`config.mk`:
```
export PLATFORM = sky130hd
export DESIGN_NAME = ghash_core
export DESIGN_NICKNAME = d
export VERILOG_FILES = /design/src/rtl/ghash_core.sv
export SDC_FILE = /design/constraint.sdc
export NUM_CORES = 2
export LEC_CHECK = 0
export ABC_CLOCK_PERIOD_IN_PS = 3100
export BUFFER_PORTS_ARGS = -buffer_cell sky130_fd_sc_hd__buf_4
export CORE_MARGIN = 8
export CORE_UTILIZATION = 50
export CTS_CLUSTER_DIAMETER = 60
export CTS_CLUSTER_SIZE = 16
export DETAILED_ROUTE_END_ITERATION = 8
export GPL_TIMING_DRIVEN = 0
export PLACE_DENSITY = 0.72
export SLEW_MARGIN = 10
export SYNTH_ARGS = -nofsm -noshare
export SYNTH_HDL_FRONTEND = slang
export SYNTH_SLANG_ARGS = --single-unit
```
`constraint.sdc`:
```
create_clock -name iClk -period 3.1 [get_ports iClk]
set_clock_uncertainty 0.1 [all_clocks]
set_input_delay 0.465 -clock iClk [delete_from_list [all_inputs] [get_ports iClk]]
set_output_delay 0.465 -clock iClk [all_outputs]
set_load 0.01 [all_outputs]
```
`src/rtl/ghash_core.sv`:
```
// GHASH accumulator: Y = (Y ^ block) * H in GF(2^128), GCM bit order.
// The multiply is digit-serial; each block takes 128/DIGIT cycles.
module ghash_core #(
  parameter int unsigned DIGIT = 8
) (
  input  logic         iClk,
  input  logic         iRst_n,
  input  logic [0:127] iHashkey,
  input  logic         iKeyLoad,
  input  logic         iInit,
  input  logic         iValid,
  output logic         oReady,
  input  logic [0:127] iBlock,
  input  logic         iLast,
  output logic [0:127] oTag,
  output logic         oTagValid,
  output logic         oBusy
);

  localparam int unsigned N       = 128 / DIGIT;
  localparam logic [7:0]  CntLast = 8'(N - 1);
  localparam logic [0:127] RPoly  = {8'hE1, 120'h0};

  typedef enum logic {StIdle, StMul} state_e;

  state_e       r_state, w_state_d;
  logic [0:127] r_h, w_h_d;
  logic [0:127] r_y, w_y_d;
  logic [0:127] r_x, w_x_d;
  logic [0:127] r_z, w_z_d;
  logic [0:127] r_v, w_v_d;
  logic [7:0]   r_cnt, w_cnt_d;
  logic         r_last, w_last_d;
  logic [0:127] r_tag, w_tag_d;
  logic         r_tag_valid, w_tag_valid_d;

  // One digit of the bit-serial GCM multiply; X is pre-shifted so the digit sits at X[0:DIGIT-1].
  logic [0:127] w_z_step, w_v_step;
  always_comb begin
    w_z_step = r_z;
    w_v_step = r_v;
    for (int unsigned j = 0; j < DIGIT; j++) begin
      if (r_x[j]) w_z_step = w_z_step ^ w_v_step;
      w_v_step = {1'b0, w_v_step[0:126]} ^ (RPoly & {128{w_v_step[127]}});
    end
  end

  always_comb begin
    w_state_d     = r_state;
    w_h_d         = iKeyLoad ? iHashkey : r_h;
    w_y_d         = r_y;
    w_x_d         = r_x;
    w_z_d         = r_z;
    w_v_d         = r_v;
    w_cnt_d       = r_cnt;
    w_last_d      = r_last;
    w_tag_d       = r_tag;
    w_tag_valid_d = 1'b0;
    unique case (r_state)
      StIdle: begin
        if (iValid) begin
          w_x_d     = (iInit ? 128'h0 : r_y) ^ iBlock;
          w_z_d     = '0;
          w_v_d     = iKeyLoad ? iHashkey : r_h;
          w_last_d  = iLast;
          w_cnt_d   = '0;
          w_state_d = StMul;
        end else if (iInit) begin
          w_y_d = '0;
        end
      end
      StMul: begin
        if (iInit) begin
          // Abort: drop the in-flight product and start a clean message.
          w_state_d = StIdle;
          w_y_d     = '0;
        end else begin
          w_z_d   = w_z_step;
          w_v_d   = w_v_step;
          w_x_d   = r_x << DIGIT;
          w_cnt_d = r_cnt + 8'd1;
          if (r_cnt == CntLast) begin
            w_y_d     = w_z_step;
            w_state_d = StIdle;
            if (r_last) begin
              w_tag_d       = w_z_step;
              w_tag_valid_d = 1'b1;
            end
          end
        end
      end
      default: w_state_d = StIdle;
    endcase
  end

  always_ff @(posedge iClk or negedge iRst_n) begin
    if (!iRst_n) begin
      r_state     <= StIdle;
      r_h         <= '0;
      r_y         <= '0;
      r_x         <= '0;
      r_z         <= '0;
      r_v         <= '0;
      r_cnt       <= '0;
      r_last      <= 1'b0;
      r_tag       <= '0;
      r_tag_valid <= 1'b0;
    end else begin
      r_state     <= w_state_d;
      r_h         <= w_h_d;
      r_y         <= w_y_d;
      r_x         <= w_x_d;
      r_z         <= w_z_d;
      r_v         <= w_v_d;
      r_cnt       <= w_cnt_d;
      r_last      <= w_last_d;
      r_tag       <= w_tag_d;
      r_tag_valid <= w_tag_valid_d;
    end
  end

  assign oReady    = (r_state == StIdle);
  assign oBusy     = (r_state == StMul);
  assign oTag      = r_tag;
  assign oTagValid = r_tag_valid;

endmodule

```
Word-level counts from Yosys, hierarchy flattened
Cells that the tools add are included.

Word-level logic and storage cells: 73. Input port bits: 262. Register bits after elaboration: 779.

Equality and inequality tests: 5. Add/sub/neg operators: 1. Bitwise gates (word level): 19. Mux-type cells: 34. Reductions and logical operators: 4.

Operator list (number): $mux W128 (19); $xor A128 B128 Y128 (9); $pmux W128 S2 (4); $xor A127 B128 Y128 (8); $mux W8 (2); $pmux W8 S2 (1); $add A8 B1 Y8 const B (1); $eq A8 B4 Y1 const B (1); $mux W1 (7); $ne A2 B2 Y1 const B (3); $reduce_and A2 Y1 (3); $reduce_and A4 Y1 (1); $ne A3 B2 Y1 const B (1); $not A1 Y1 (2); $pmux W1 S2 (1).

Logic depth before layout (Yosys ltp)
Word-level depth: 19. Gate-level depth with buffers: 10. Gate-level depth less buffers: 7.

Worst setup path before layout
OpenSTA, ideal clock, no wires.

Kind: input to register. Start point: input port iInit. End point: register r_tag (netlist bit oTag[15]). Data required time: 2.875 ns. Library setup time: 0.125 ns. Setup slack: 0.913 ns. Cell stages on the path: 9. Arrival: 1.963 ns. Cell sequence: buf_2 nor2_1 and3_1 buf_2 nand2_1 inv_2 buf_4 buf_4 mux2_2.

Word-level cells in the longest chain between the ends: 2.

RTL lines: start: declaration (line 10) `input logic iInit,`; $not A1 Y1 (no line); $reduce_and A4 Y1 (no line); end signal: assignment (line 117) `r_tag <= w_tag_d;`; end: declaration (line 34) `logic [0:127] r_tag, w_tag_d;`.

Every way passes these cells. A chain may end at the register's enable or synchronous reset.

Final worst setup path
Start point: register r_x[6] (netlist bit). End point: register r_tag (netlist bit oTag[4]).

Word-level cells in the longest chain between the ends: 3.

RTL lines: start: declaration (line 29) `logic [0:127] r_x, w_x_d;`; start signal: assignment (line 112) `r_x <= w_x_d;`; $mux W128 (*) (line 43) `if (r_x[j]) w_z_step = w_z_step ^ w_v_step;`; $xor A128 B128 Y128 (line 43); $mux W128 (*) (line 43).

Every way passes the cells marked *; elsewhere a longest branch is shown, timed or not.

==> results.md <==
* Cts bufs inserted at 74
* Switching share of power at 47.0%
* Number of synthesized flops with an enable pin at 0
* Postcts setup bufs at 0
* WP data required at 3.53 ns
* Final Hold Viols at 0
* Site row count at 114
* Final setup viols at 0
* Post-Synth XOR/XNOR Area at 19.0%
* CTS max path bufs at 3
* Tcrit/Tclk final at 98.9%
* Seq/Total Area, Yosys at 39.9%
* Syn_area_per_cell at 8.87 um2
* Nature of the critical path startpoint: register
* DRT Pass-1 Iters at 8
* Seq pwr share at 23.9%
* Worst-path clk slew at 0.08 ns
* Syn nets at 5771
* Commonest non-fill, non-tap cell in the layout: nand2_1
* Placeable Area at 96900 um2
* Slew HR at 8.47%
* 1st-iter DRT viols at 5684
* Area share of fa/ha/maj cells after synthesis at 0.0256%
* Complex-gate fraction of the synthesized area at 13.5%
* DR vias at 44700
* Mapped cell area at 48900 um2
* Leak Pwr at 25.1 nW
* Die W at 329 um
* Fin. max-slew vios at 0
* Clk pwr share at 17.1%
* Gr ovfl total at 0
* Arrival time worst endpoint at 3.50 ns
* Crit-path slowest cell: clkdlybuf4s15_1
* CTS tree: built
* GRT Resource Usage Total at 32.4%
* Achievable frequency at 326 MHz
* Initial antenna violation count at 22
* RSZ-0062 raised after global routing: false
* Root buf cell: clkbuf_16
* CP peak stage delay at 0.89 ns
* First-pass GRT wire length at 270 mm
* Crit. End Element: register
* Ratio of cells with drive above 1 in the final layout at 15.2%
* Power, Total at 0.0556 W
* GP Congestion at 0.939
* IO Pins at 393
* Post-layout util at 59.3%
* Placed wire-length estimate at 129 mm
* Setup TNS at 0 ns
* Critical path type: reg -> reg
* Crit-path max FO at 10
* Largest net degree at the start of global routing at 114
* CP cell instances: buf_2 > clkdlybuf4s15_1 > nand2_1 > a311oi_1 > xnor3_1 > mux2_2
* Multiplexer share of the synthesized area at 7.55%
* Max Cap Viol at 0
* Die height at 329 um
* Gate power share at 59.0%
* Hold WC Path Type: in -> reg
* Status: finished clean
* Synth Instances at 5508
* Vias per cell at 6.01
* Worst-Skew Late Latency at 0.67 ns
* Synth Area in Simple Gates at 14.7%
* Peak VDD IR at 493 uV
* Remaining antenna violation count at 0
* Fin nets at 6364
* Synth warn at 0
* Crit path time final at 3.07 ns
* Largest family of logic cells by synthesized area: XOR/XNOR gates
* P_int at 0.0295 W
* PnR worst setup slack at 0.0332 ns
* Pwr dens at 970 nW/um2
* Commonest non-fill, non-tap cells in the layout: 1303 x nand2_1, 779 x dfrtp_1, 749 x xnor2_1
* Primary FF master, synth: dfrtp_1
* PortBufs at 390
* Yosys reg bits at 779
* Post-synth ARST share at 100%
* Initial Utilization at 50.5%
* Syn-to-layout area delta at 17.4%
* Vias in the first global route at 42800
* CTS H-Tree Depth at 3
* Clock Sinks at 779
* Worst-margin pin slew at 1.37 ns
* Dpl ws at -0.867 ns
* Routed WL at 182 mm
* DR WL/cell at 24.4 um
* Psw at 0.0261 W
* Die area at 108000 um2
* Distinct cells, synth at 51
* Drt drc at 0
[worst max-delay path: cells and delay by family (launching register included)]
| kind | cells | cell delay, ns |
|---|---|---|
| buffers and inverters | 2 | 1.10 |
| xor gates and xnor gates | 1 | 0.56 |
| AOI/OAI and AO/OA | 1 | 0.40 |
| DFF | 1 | 0.36 |
| muxes | 1 | 0.31 |
| and+or+nand+nor | 1 | 0.10 |
[cells by family (layout without fill, tap and decap cells)]
group	after synthesis	after routing
adder cells (fa/ha/maj)	1	1
flip-flops	779	779
buffers and inverters	641	1281
XOR/XNOR	1027	1027
AO/OA/AOI/OAI	938	938
multiplexers	337	337
other	0	14
AND/OR/NAND/NOR	1785	1785
[final cells by class]
| class | count | area [um2] |
|---|---|---|
| buffer | 512 | 2190 |
| clock inverter | 39 | 494 |
| timing repair buffer | 519 | 4370 |
| tap | 1276 | 1600 |
| multi-input combinational | 4088 | 26800 |
| fill | 8418 | 39500 |
| sequential | 779 | 19500 |
| inverter | 127 | 482 |
| clock buffer | 84 | 1930 |
| antenna | 14 | 35.0 |
[stage by stage]
step           std cells  hold WS, ns  instance area, um2
2_1_floorplan       5508       0.0694               48900
3_3_place_gp        7174        0.370               53400
3_5_place_dp        7182        0.202               53600
4_1_cts             7425     0.000682               57300
5_1_grt             7430       0.0142               57400
6_report            7438       0.0252               57400
[synthesized netlist by cell type (111+ instances only)]
library cell	instances	area (um2)
nand2_1	1304	4890
dfrtp_1	779	19500
xnor2_1	751	6580
clkbuf_1	320	1200
mux2_2	253	2850
xor2_1	252	2210
nor2_1	240	901
o21ai_0	240	1200
a22o_1	239	2090
a21oi_1	151	756
inv_1	124	465
nor3_1	122	611
buf_2	119	596
a32oi_1	111	972
o221ai_1	111	972
[registers in the layout, indices dropped and copies added (netlist names)]
signal / flops
r_cnt: 8
r_v: 128
r_h: 128
oBusy: 1
r_z: 128
r_y: 128
oTag: 128
r_x: 128
oTagValid: 1
r_last: 1
[timing repair]
action                                 CTS  global route
endpoints found under the hold margin  335             0
pin swaps                                0             0
setup endpoints to repair              425            79
hold buffers                           121             0
resized for setup                       26            15
[power by group through the flow]
stage	clock network [W]	registers (W)	logic, W
floorplan	0	0.0129	0.0225
global placement	0	0.0134	0.0312
detailed placement	0	0.0134	0.0318
CTS	0.00957	0.0132	0.0320
global route	0.00995	0.0134	0.0345
finish	0.00949	0.0133	0.0328
[layer usage]
metal / wire (um) / share of wire (%) / vias to the layer above / GRT usage [%]
li1: - / - / 19700 / -
met1: 71000 / 39 / 21800 / 43.6
met2: 79300 / 44 / 2726 / 48.9
met3: 20700 / 11 / 506 / 7.52
met4: 10600 / 5.8 / 8 / 16.6
met5: 54 / 0.030 / - / 0
[path summary, 6_finish.rpt]
path | start | endpoint | slack (ns) | cells past startpoint
max in group asynchronous | iRst_n | oTag[64]$_DFFE_PN0P_ | 0.92 | 5
min in group asynchronous | iRst_n | r_h[124]$_DFF_PN0_ | 0.13 | 2
worst min-delay path | iHashkey[66] | r_h[66]$_DFF_PN0_ | 0.03 | 2
worst max-delay path | r_x[6]$_DFFE_PN0P_ | oTag[4]$_DFFE_PN0P_ | 0.03 | 6
worst min register to register | oTag[6]$_DFFE_PN0P_ | oTag[6]$_DFFE_PN0P_ | 0.39 | 2
worst max register to register | r_x[6]$_DFFE_PN0P_ | oTag[4]$_DFFE_PN0P_ | 0.03 | 6
Note: power is estimated with default switching activity, not from simulation.
